`src/rtl/cpu_pkg.sv`:
```
// Shared definitions for the RV32 memory-port sequencer: state encoding,
// default access timeout and a small state classification helper.
package cpu_pkg;

    typedef enum logic [2:0] {
        ST_IDLE   = 3'd0,
        ST_FETCH  = 3'd1,
        ST_DECODE = 3'd2,
        ST_DATA   = 3'd3,
        ST_COMMIT = 3'd4,
        ST_ERR    = 3'd5
    } state_e;

    localparam int unsigned DEFAULT_TIMEOUT = 32'd255;

    // States in which a memory request is outstanding and the wait timer runs.
    function automatic logic is_waiting(input state_e s);
        return (s == ST_FETCH) || (s == ST_DATA);
    endfunction

endpackage

```
`src/rtl/wait_timer.sv`:
```
// Clear/enable wait counter; expired_o flags the last allowed cycle of a
// memory access so the sequencer can give up at the edge the count hits TIMEOUT.
module wait_timer
    import cpu_pkg::*;
#(
    parameter int unsigned TIMEOUT = DEFAULT_TIMEOUT
) (
    input  logic clock,
    input  logic reset,
    input  logic clear_i,
    input  logic enable_i,
    output logic expired_o
);

    localparam int unsigned CW = $clog2(TIMEOUT + 1);
    localparam logic [CW-1:0] LAST = CW'(TIMEOUT - 1);

    logic [CW-1:0] count_q;
    logic [CW-1:0] count_d;

    // Next count: saturates at LAST so it can never wrap.
    always_comb begin
        count_d = count_q;
        if (clear_i) begin
            count_d = '0;
        end else if (enable_i && (count_q != LAST)) begin
            count_d = count_q + CW'(1);
        end else begin
            count_d = count_q;
        end
    end

    // Counter register.
    always_ff @(posedge clock or negedge reset) begin
        if (!reset) begin
            count_q <= '0;
        end else begin
            count_q <= count_d;
        end
    end

    assign expired_o = (count_q == LAST);

endmodule

```
`src/rtl/mem_port_sequencer.sv`:
```
// Shares one req/ack memory port between instruction fetch and data access,
// then pulses cpu_en for one cycle so the core commits the instruction.
module mem_port_sequencer
    import cpu_pkg::*;
#(
    parameter int unsigned ADDR_WIDTH = 32,
    parameter int unsigned DATA_WIDTH = 32,
    parameter int unsigned TIMEOUT    = DEFAULT_TIMEOUT
) (
    input  logic                  clock,
    input  logic                  reset,
    input  logic                  start,
    input  logic [ADDR_WIDTH-1:0] pc,
    output logic [DATA_WIDTH-1:0] instr,
    input  logic                  dmem_wr,
    input  logic                  dmem_rd,
    input  logic [ADDR_WIDTH-1:0] dmem_addr,
    input  logic [DATA_WIDTH-1:0] dmem_wdata,
    output logic [DATA_WIDTH-1:0] dmem_rdata,
    output logic                  cpu_en,
    output logic                  mem_req,
    output logic                  mem_we,
    output logic [ADDR_WIDTH-1:0] mem_addr,
    output logic [DATA_WIDTH-1:0] mem_wdata,
    input  logic [DATA_WIDTH-1:0] mem_rdata,
    input  logic                  mem_ack,
    output logic                  busy,
    output logic                  err
);

    state_e                  state_q, state_d;
    logic                    mem_req_q, mem_req_d;
    logic                    mem_we_q, mem_we_d;
    logic [ADDR_WIDTH-1:0]   mem_addr_q, mem_addr_d;
    logic [DATA_WIDTH-1:0]   mem_wdata_q, mem_wdata_d;
    logic [DATA_WIDTH-1:0]   instr_q, instr_d;
    logic [DATA_WIDTH-1:0]   dmem_rdata_q, dmem_rdata_d;
    logic                    cpu_en_q, cpu_en_d;
    logic                    busy_q, busy_d;
    logic                    err_q, err_d;
    logic                    timer_expired_s;

    wait_timer #(.TIMEOUT(TIMEOUT)) u_wait_timer (
        .clock     (clock),
        .reset     (reset),
        .clear_i   (!is_waiting(state_q)),
        .enable_i  (is_waiting(state_q) && !mem_ack),
        .expired_o (timer_expired_s)
    );

    // Next-state and registered-output values; everything holds by default.
    always_comb begin
        state_d      = state_q;
        mem_req_d    = mem_req_q;
        mem_we_d     = mem_we_q;
        mem_addr_d   = mem_addr_q;
        mem_wdata_d  = mem_wdata_q;
        instr_d      = instr_q;
        dmem_rdata_d = dmem_rdata_q;
        err_d        = err_q;
        case (state_q)
            ST_IDLE: begin
                if (start) begin
                    state_d    = ST_FETCH;
                    mem_req_d  = 1'b1;
                    mem_we_d   = 1'b0;
                    mem_addr_d = pc;
                end else begin
                    state_d = ST_IDLE;
                end
            end
            ST_FETCH: begin
                if (mem_ack) begin
                    state_d   = ST_DECODE;
                    instr_d   = mem_rdata;
                    mem_req_d = 1'b0;
                end else if (timer_expired_s) begin
                    state_d   = ST_ERR;
                    mem_req_d = 1'b0;
                    err_d     = 1'b1;
                end else begin
                    state_d = ST_FETCH;
                end
            end
            ST_DECODE: begin
                // A store wins when both strobes are set, so no load data is captured.
                if (dmem_wr) begin
                    state_d     = ST_DATA;
                    mem_req_d   = 1'b1;
                    mem_we_d    = 1'b1;
                    mem_addr_d  = dmem_addr;
                    mem_wdata_d = dmem_wdata;
                end else if (dmem_rd) begin
                    state_d    = ST_DATA;
                    mem_req_d  = 1'b1;
                    mem_we_d   = 1'b0;
                    mem_addr_d = dmem_addr;
                end else begin
                    state_d = ST_COMMIT;
                end
            end
            ST_DATA: begin
                if (mem_ack) begin
                    if (!mem_we_q) begin
                        dmem_rdata_d = mem_rdata;
                    end else begin
                        dmem_rdata_d = dmem_rdata_q;
                    end
                    state_d   = ST_COMMIT;
                    mem_req_d = 1'b0;
                    mem_we_d  = 1'b0;
                end else if (timer_expired_s) begin
                    state_d   = ST_ERR;
                    mem_req_d = 1'b0;
                    mem_we_d  = 1'b0;
                    err_d     = 1'b1;
                end else begin
                    state_d = ST_DATA;
                end
            end
            ST_COMMIT: begin
                if (start) begin
                    state_d    = ST_FETCH;
                    mem_req_d  = 1'b1;
                    mem_we_d   = 1'b0;
                    mem_addr_d = pc;
                end else begin
                    state_d = ST_IDLE;
                end
            end
            ST_ERR: begin
                state_d   = ST_ERR;
                mem_req_d = 1'b0;
                mem_we_d  = 1'b0;
            end
            default: begin
                state_d   = ST_IDLE;
                mem_req_d = 1'b0;
                mem_we_d  = 1'b0;
            end
        endcase
        cpu_en_d = (state_d == ST_COMMIT);
        busy_d   = (state_d != ST_IDLE) && (state_d != ST_ERR);
    end

    // State and output registers.
    always_ff @(posedge clock or negedge reset) begin
        if (!reset) begin
            state_q      <= ST_IDLE;
            mem_req_q    <= 1'b0;
            mem_we_q     <= 1'b0;
            mem_addr_q   <= '0;
            mem_wdata_q  <= '0;
            instr_q      <= '0;
            dmem_rdata_q <= '0;
            cpu_en_q     <= 1'b0;
            busy_q       <= 1'b0;
            err_q        <= 1'b0;
        end else begin
            state_q      <= state_d;
            mem_req_q    <= mem_req_d;
            mem_we_q     <= mem_we_d;
            mem_addr_q   <= mem_addr_d;
            mem_wdata_q  <= mem_wdata_d;
            instr_q      <= instr_d;
            dmem_rdata_q <= dmem_rdata_d;
            cpu_en_q     <= cpu_en_d;
            busy_q       <= busy_d;
            err_q        <= err_d;
        end
    end

    assign instr      = instr_q;
    assign dmem_rdata = dmem_rdata_q;
    assign cpu_en     = cpu_en_q;
    assign mem_req    = mem_req_q;
    assign mem_we     = mem_we_q;
    assign mem_addr   = mem_addr_q;
    assign mem_wdata  = mem_wdata_q;
    assign busy       = busy_q;
    assign err        = err_q;

endmodule

```
`config.mk`:
```
export PLATFORM = sky130hd
export DESIGN_NAME = mem_port_sequencer
export DESIGN_NICKNAME = d
export VERILOG_FILES = /design/src/rtl/cpu_pkg.sv /design/src/rtl/wait_timer.sv /design/src/rtl/mem_port_sequencer.sv
export SDC_FILE = /design/constraint.sdc
export NUM_CORES = 1
export LEC_CHECK = 0
export CORE_ASPECT_RATIO = 1.5
export CORE_MARGIN = 2
export CORE_UTILIZATION = 42
export CTS_CLUSTER_DIAMETER = 200
export DETAILED_ROUTE_END_ITERATION = 16
export PLACE_DENSITY = 0.81
export SYNTH_ARGS = -nofsm -noshare
export SYNTH_HDL_FRONTEND = slang
export SYNTH_SLANG_ARGS = --single-unit
```
`constraint.sdc`:
```
create_clock -name clock -period 2.22 [get_ports clock]
set_clock_uncertainty 0.15 [all_clocks]
set_input_delay 0.444 -clock clock [delete_from_list [all_inputs] [get_ports clock]]
set_output_delay 0.444 -clock clock [all_outputs]
set_load 0.02 [all_outputs]
```
==> summary.md <==
| Metric | Value |
|---|---|
| Status | `complete, no violations` |
| Gr busiest metal | `met2` |
| Top post-synthesis cells by area | `dfrtp_1 60%, mux2_2 17%, mux2i_1 5.4%` |
| Critical path buffers and inverters | `1` |
| Slew @ Worst Pin | `0.685 ns` |
| Final hold violation count | `0` |
| Core Area | `13900 um2` |
| # clock sinks | `144` |
| Grt ovf | `0` |
| Delay-heaviest family, CP | `buffers and inverters` |
| Setup tns final | `0 ns` |
| Core Rows | `53` |
| Slew Limit Fails | `0` |
| DR pass1 iterations | `4` |
| Diode count | `0` |
| DP HPWL | `12700 um` |
| Hold WC Path Type | `flop to flop` |
| Synth unique cells | `38` |
| Final wirelength | `16500 um` |
| First-pass GRT wire length | `24700 um` |
| RSZ-0062 raised after global routing | `no` |
| CTS tree | `built` |
| CTS root buf | `clkbuf_16` |
| Post-CTS Setup Bufs | `0` |
| Synth Cell Area | `5970 um2` |
| Finished Cell Area | `9430 um2` |
| M3 GR Usage | `0.0645` |
| Crit Path Max Fanout | `3` |
| Minimum clock period | `2.13 ns` |
| Vias in the first global route | `4895` |
| Post-Syn Nets | `560` |
| Final setup vio count | `0` |
| Crit-path cells | `clkdlybuf4s50_1` |
| Rel. slew slack | `0.542` |
| Die W | `101 um` |
| GRT Overall Usage | `0.214` |
| Most common cell after layout, fill and taps aside | `clkdlybuf4s50_1` |
| Vias | `4490` |
| Seq/Total Area, Yosys | `0.604` |
| Fraction of layout cells with a size suffix above 1 | `0.222` |
| Die Area | `15200 um2` |
| CP Launch Type | `flop` |
| Tot Pwr | `14.4 mW` |
| Leakage | `3.91 nW` |
| Initial antenna violation count | `0` |
| Crit-path max cell delay | `0.68 ns` |
| Crit. End Element | `output pin` |
| M2 GR Usage | `0.394` |
| Clk slew on worst S/H paths | `0.06 ns` |
| Synthesis-to-layout area growth | `58.0%` |
| Power per cell area | `1520 nW/um2` |
| Syn Area/Cell | `14.1 um2` |
| Die height | `150 um` |
| Routability cong. | `0.798` |
| GRT met1 Usage | `0.216` |
| Req. time, crit path | `1.63 ns` |
| Fin util | `0.677` |
| Yosys reg bits | `144` |
| Hold Slack | `0.323 ns` |
| Post-route ant nets | `0` |
| Maxcap violations | `0` |
| H-tree levels | `4` |
| Worst IR drop on VDD | `0.000819 V` |
| Io pins | `267` |
| TritonCTS Buffers | `17` |
| Effective utilization at floorplan | `0.428` |
| Warnings, synthesis | `0` |
| WP data arrival | `1.53 ns` |
| Starting DRC count in detailed routing | `135` |
| DRC viols | `0` |
| Period utilisation layout | `0.958` |
| Worst-Skew Late Latency | `0.40 ns` |
| Most frequent cells in the layout | `265 x clkdlybuf4s50_1, 143 x dfrtp_1, 92 x mux2_2` |
| Largest net degree at the start of global routing | `52` |
| Yosys top cell by area | `dfrtp_1` |
| Critical path's slowest cell | `clkdlybuf4s50_1` |
| Post-DP Area | `8860 um2` |
| Vias per inst | `5.06` |
| Final net count | `846` |
| Buffers added on ports | `266` |
| Max Fclk | `470 MHz` |
| Per-cell routed wire length | `18.6 um` |
| Top cell type's share of synthesized area | `0.604` |
| Synthesized instance count | `424` |
| Clock Tree Buf Depth | `2` |
| WS Path Type | `flop to output pin` |
==> worst reg2reg max path, stage by stage (launching register included) <==
cell     delay, ns
dfrtp_2       0.51
nor2b_4       0.25
nand2_1       0.14
nor3_4        0.27
buf_12        0.21
mux2_2        0.36
==> registers in the layout, summed over array words and instances (netlist names), 3 cells and up <==
name                  cells
instr                    32
mem_addr                 32
mem_wdata                32
state_q                   3
u_wait_timer.count_q      8
dmem_rdata               32
==> cell families (layout without fill, tap and decap cells) <==
| family | count (synthesis) | in the layout | share of synthesized area |
|---|---|---|---|
| compound gates | 46 | 46 | 0.0461 |
| xor+xnor | 8 | 8 | 0.0117 |
| fa+ha+maj | 2 | 2 | 0.00419 |
| buf+inv | 24 | 321 | 0.0346 |
| flops | 144 | 144 | 0.604 |
| mux | 128 | 128 | 0.235 |
| simple gates | 72 | 73 | 0.0646 |
==> cell usage after synthesis <==
master     instances
nor2_2             2
buf_6             10
mux2_2            92
a21oi_1           35
buf_4             11
inv_1              3
dfrtp_1          144
nand2_1            4
or3_1              1
a311o_1            1
nor3_4             1
a41oi_2            1
a311o_2            1
nor3b_4            1
a32o_1             2
a21o_1             1
nor4bb_2           1
and4_4             1
nand2b_4           1
nand2b_1           2
a2bb2oi_1          1
and3_1             3
nor2b_4            1
nor2_4             1
xnor2_1            3
xor2_1             5
a211oi_1           2
nand3_1            1
mux2_1             4
nand2_2            1
o21ai_0            1
o22ai_1            1
nand4_1            3
nor3_1             3
nor2_1            43
or2_2              2
mux2i_1           32
ha_1               2
==> repair_timing <==
item,CTS,global route
pin swaps,1,0
gates resized for setup,0,2
hold buffers,1,0
gates cloned,1,0
endpoints found under the hold margin,45,0
setup endpoints to repair,2,19
==> worst paths after layout <==
kind,startpoint,endpoint,slack [ns],depth (start not counted)
min in group asynchronous,reset,instr[18]$_DFFE_PN0N_,0.40,2
min,err$_DFFE_PN0P_,err$_DFFE_PN0P_,0.32,1
min reg2reg,err$_DFFE_PN0P_,err$_DFFE_PN0P_,0.32,1
max in group asynchronous,reset,mem_wdata[23]$_DFFE_PN0P_,0.75,3
max,mem_we$_DFFE_PN0P_,mem_we,0.09,1
max reg2reg,state_q[0]$_DFF_PN0_,dmem_rdata[5]$_DFFE_PN0P_,0.23,5
==> metrics by stage <==
stage	setup slack, ns	instances
finish	0.0926	887
floorplan	0.520	424
global placement	-0.229	854
CTS	0.0124	887
detailed placement	-0.429	854
global route	0.0138	887
==> metal layers <==
metal / wire length, um / up-vias
met2: 9240 / 177
li1: - / 2072
met3: 1150 / 33
met4: 485 / 0
met1: 5640 / 2208
met5: 0 / -
==> power by group <==
group	total [mW]	internal, mW	switching [mW]
sequential	4.61	3.89	0.723
clock	2.62	1.46	1.16
combinational	7.13	3.65	3.47
==> final cells by class <==
| cell class | count | area [um2] |
|---|---|---|
| Clock buffer | 17 | 425 |
| Clock inverter | 14 | 121 |
| Fill cell | 1021 | 4500 |
| Inverter | 3 | 11.3 |
| Multi-Input combinational cell | 257 | 2170 |
| Sequential cell | 144 | 3600 |
| Tap cell | 165 | 206 |
| Timing Repair Buffer | 287 | 2890 |
Note: power is estimated with default switching activity, not from simulation.
